$ cat src/rtl/reg_file_wb.sv
// 32x32 register file: two combinational read ports with write-through bypass,
// one write port, and a registered write-back log of the last committed write.
module reg_file_wb (
  input  logic        clock,
  input  logic        reset,
  input  logic        w_en,
  input  logic        w_waddr_sel,
  input  logic [4:0]  w_rt,
  input  logic [4:0]  w_rd,
  input  logic [31:0] w_wdata,
  input  logic [4:0]  w_raddr_a,
  input  logic [4:0]  w_raddr_b,
  output logic [31:0] w_rdata_a,
  output logic [31:0] w_rdata_b,
  output logic        w_wb_valid,
  output logic [4:0]  w_wb_addr,
  output logic [31:0] w_wb_data
);

  logic [31:0] regs [0:31];
  logic [4:0]  eff_addr;
  logic        commit;

  // Write handshake: there is no ready/backpressure. A write commits on every
  // rising edge where w_en=1, the effective address is nonzero and reset is low.
  // w_en=0 is dominant, so X/Z on the other write inputs cannot leak into state.
  assign eff_addr = w_waddr_sel ? w_rt : w_rd;
  assign commit   = w_en & (eff_addr != 5'd0) & ~reset;

  always_ff @(posedge clock or posedge reset) begin
    if (reset) begin
      for (int i = 0; i < 32; i++) begin
        regs[i] <= 32'h0;
      end
    end else if (commit) begin
      regs[eff_addr] <= w_wdata;
    end
  end

  always_ff @(posedge clock or posedge reset) begin
    if (reset) begin
      w_wb_valid <= 1'b0;
      w_wb_addr  <= 5'd0;
      w_wb_data  <= 32'h0;
    end else begin
      w_wb_valid <= commit;
      if (commit) begin
        w_wb_addr <= eff_addr;
        w_wb_data <= w_wdata;
      end
    end
  end

  // The bypass keys off commit, so it is off during reset and for address 0.
  always_comb begin
    w_rdata_a = 32'h0;
    w_rdata_b = 32'h0;
    if (commit && (eff_addr == w_raddr_a)) begin
      w_rdata_a = w_wdata;
    end else if (w_raddr_a != 5'd0) begin
      w_rdata_a = regs[w_raddr_a];
    end
    if (commit && (eff_addr == w_raddr_b)) begin
      w_rdata_b = w_wdata;
    end else if (w_raddr_b != 5'd0) begin
      w_rdata_b = regs[w_raddr_b];
    end
  end

endmodule

$ cat config.mk
export PLATFORM = sky130hd
export DESIGN_NAME = reg_file_wb
export DESIGN_NICKNAME = d
export VERILOG_FILES = /design/src/rtl/reg_file_wb.sv
export SDC_FILE = /design/constraint.sdc
export NUM_CORES = 2
export LEC_CHECK = 0
export CORE_MARGIN = 8
export CORE_UTILIZATION = 65
export DETAILED_ROUTE_END_ITERATION = 10
export PLACE_DENSITY = 0.83
export SLEW_MARGIN = 15
export SYNTH_ARGS = -nofsm -noshare
export SYNTH_HDL_FRONTEND = slang
export SYNTH_SLANG_ARGS = --single-unit
$ cat constraint.sdc
create_clock -name clock -period 82 [get_ports clock]
set_clock_uncertainty 0.2 [all_clocks]
set_input_delay 8.2 -clock clock [delete_from_list [all_inputs] [get_ports clock]]
set_output_delay 8.2 -clock clock [all_outputs]
set_load 0.02 [all_outputs]
==> run_results.csv <==
group,metric,value,unit
finish,flow.area_growth_from_synthesis,10.6,%
detailed_routing,avgViaCountPerCell,7.71,
yosys,synth_cells,3620,
global_routing,overflow,0,
place,buffer_ports.inserted,157,
place,gp_congestion,0.857,
yosys,yosysWarningCount,0,
global_routing,grt_pass1_vias,39900,
power,leakagePower,27.6,nW
yosys,synth.top_cell.area_share,0.469,
yosys,sequential_to_total_area_share_from_yosys_stat,0.469,
detailed_routing,drtIter0Drc,4586,
finish,postLayoutCellArea,62700,um2
floorplan,dieWidth,311,um
global_routing,use_met3,0.121,
clocking,postCtsHoldBufs,0,
yosys,post-synth-top-area-cell,"dfrtp_1",
sta,fin_setup_tns,0,ns
sta,slew_violations,0,
worst_setup_path,timing.critical_path.to_type,"primary output",
global_routing,pin_count_of_the_biggest_net_entering_global_routing,164,
finish,fin_nets,3600,
yosys,postSynthNetCount,3676,
global_routing,gr-usage-all-layers,0.353,
detailed_routing,post_route_drc_violation_count,0,
clocking,h-tree-depth,3,
yosys,yosys.cell_types.count,50,
worst_setup_path,crit_family,"compound AO/OA/AOI/OAI gates",
min_path,min-delay-path-class,"reg2reg",
global_routing,grt_antenna_before_repair,4,
floorplan,die-height,311,um
yosys,netlist_top_cells_area,"dfrtp_1 47%, mux4_2 23%, mux2_2 20%",
yosys,synthesis.area_per_instance,15.7,um2
global_routing,globalRoute.busiestLayer,"met2",
yosys,ys.flop_type,"dfrtp_1",
yosys,synth-async-reset-ratio,1.00,
global_routing,grt_pass1_wl,258,mm
sta,max_freq,0.0466,GHz
worst_setup_path,worstSetupStartpointType,"primary input",
yosys,synth_enable_flop_cells,0,
clocking,cts-root-buf,"clkbuf_16",
place,post_placement_cell_area,58700,um2
worst_setup_path,worst-path-max-fanout,32,
power,power_density_normalized_to_cell_area,24.7,nW/um2
clocking,clk_path_buf_depth,3,
sta,finalCritPeriodShare,0.262,
floorplan,fp-row-count,108,
place,detailedPlacementHpwl,96.2,mm
detailed_routing,drtPass1Iterations,6,
clocking,cts.repair_timing.setup_buffer_count,0,
worst_setup_path,worstPathCellList,"clkdlybuf4s50_1, mux2i_4, o21ai_2, o21a_4, and3_2, o31ai_1, clkdlybuf4s50_1",
sta,max-slew-margin-rel,0.139,
detailed_routing,antenna_violating_nets_post_route,0,
worst_setup_path,critical_path_arrival,13.05,ns
sta,tightest_slew,1.29,ns
sta,setup_violations,0,
detailed_routing,post_drt_wl_per_cell,35.9,um
clocking,cts_tree,"built",
sta,layout_min_cycle_time,21.45,ns
run_status,run_status,"finished clean",
power,vdd_drop_max,0.0203,mV
finish,post_route_cells_drive_above_1_share,0.529,
clocking,clock_sink_count,1062,
worst_setup_path,cp.required,73.60,ns
worst_setup_path,cpPeakStageDelay,1.11,ns
floorplan,placeableCoreArea,86600,um2
detailed_routing,vias,37000,
clocking,clock_insertion_delay_worst_skew,0.70,ns
sta,hold_viol,0,
worst_setup_path,setup.reg_to_reg.worst_slack,80.95,ns
clocking,numCtsBuffers,109,
global_routing,use_met2,0.527,
sta,grt_setup_unrepaired,"no",
worst_setup_path,slowest_stage,"o31ai_1",
global_routing,use_met1,0.459,
floorplan,die_outline_area,97000,um2
floorplan,top_level_ports,158,
yosys,synth_seq_cells,1062,
worst_setup_path,critical-path-top-cell-by-count,"clkdlybuf4s50_1",
power,fin_total_pwr,1.55,mW
worst_setup_path,critical_path_buf_inv_count,2,
worst_setup_path,critPathKind,"in2out",
detailed_routing,drt-total-wl,172,mm
clocking,cts.repair.resized,0,
floorplan,start_util,0.655,
clocking,clk_pin_slew,0.06,ns
yosys,post_synth_instance_area,56700,um2
job,timing.max_cap.violations,0,
## cell type report
type	instances	area (um2)
multi-input combinational	2123	28400
sequential	1062	26600
fill	5128	23900
clock buffer	148	3140
timing repair buffer	243	2240
tap	1155	1450
clock inverter	56	893
inverter	5	31.3
antenna	2	5.00
## synth_stat cells (2+ instances only)
master / number
nand2b_1: 7
o21bai_1: 2
o211ai_1: 5
mux2_1: 30
o22ai_1: 63
a32oi_1: 2
xnor2_1: 10
a221oi_1: 2
and3_1: 3
o21ai_0: 6
or2_2: 2
nor3_2: 6
nor3_1: 3
nand2_1: 29
o31ai_1: 63
a22oi_1: 2
buf_1: 18
clkbuf_1: 212
dfrtp_1: 1062
mux2i_4: 2
mux2i_2: 2
buf_4: 20
buf_2: 180
a21oi_1: 64
and2_1: 4
nor2b_1: 4
nand3_1: 6
mux2i_1: 120
inv_1: 3
mux4_2: 573
mux2_2: 1004
nand4_1: 66
nor2_1: 27
o221ai_1: 2
## worst paths after layout
path,from,to,depth (start not counted)
worst min-delay path,regs[993]$_DFFE_PP0P_,regs[993]$_DFFE_PP0P_,0
worst max register to register,regs[728]$_DFFE_PP0P_,regs[728]$_DFFE_PP0P_,1
worst min register to register,regs[993]$_DFFE_PP0P_,regs[993]$_DFFE_PP0P_,0
max in group asynchronous,reset,regs[125]$_DFFE_PP0P_,5
worst max-delay path,w_waddr_sel,w_rdata_b[31],7
min in group asynchronous,reset,w_wb_addr[0]$_DFFE_PP0P_,2
## kinds of logic after synthesis
kind of cell    synth area share
buf+inv                   0.0341
mux                        0.455
xor+xnor                 0.00154
simple gates              0.0158
flops                      0.469
compound gates            0.0247
## flip-flops by register name, summed over array words and instances, names as in the netlist
name / count
regs: 1024
w_wb_addr: 5
w_wb_data: 32
w_wb_valid: 1
## cells in the final DEF (no fill, tap or decap), types with 64 or more instances in the layout
cell type	netlist	routed
a21oi_1	64	64
mux2i_1	120	120
clkdlybuf4s50_1	0	137
buf_4	20	78
mux4_2	573	573
clkbuf_16	0	113
nand4_1	66	66
mux2_2	1004	1004
dfrtp_1	1062	1062
## power by group
| group | total (mW) | switching (mW) | internal [mW] |
|---|---|---|---|
| Sequential | 0.679 | 0.0679 | 0.611 |
| Clock | 0.556 | 0.218 | 0.337 |
| Combinational | 0.314 | 0.135 | 0.179 |
## per-layer routing
layer,vias to the layer above,part of all wire
met5,-,0.00016
met4,4,0.060
met3,683,0.13
met2,2653,0.46
met1,19600,0.36
li1,14000,-
## per-stage QoR
| step | std cells | hold WS [ns] | worst slack (ns) | util |
|---|---|---|---|---|
| 2_1_floorplan | 3620 | 0.241 | 43.71 | - |
| 3_3_place_gp | 4586 | 0.176 | 60.51 | 0.678 |
| 3_5_place_dp | 4587 | 0.182 | 60.51 | 0.678 |
| 4_1_cts | 4791 | 0.198 | 60.50 | 0.725 |
| 5_1_grt | 4792 | 0.206 | 60.28 | 0.724 |
| 6_report | 4794 | 0.195 | 60.55 | 0.724 |
Power figures use the tool's default switching activity.
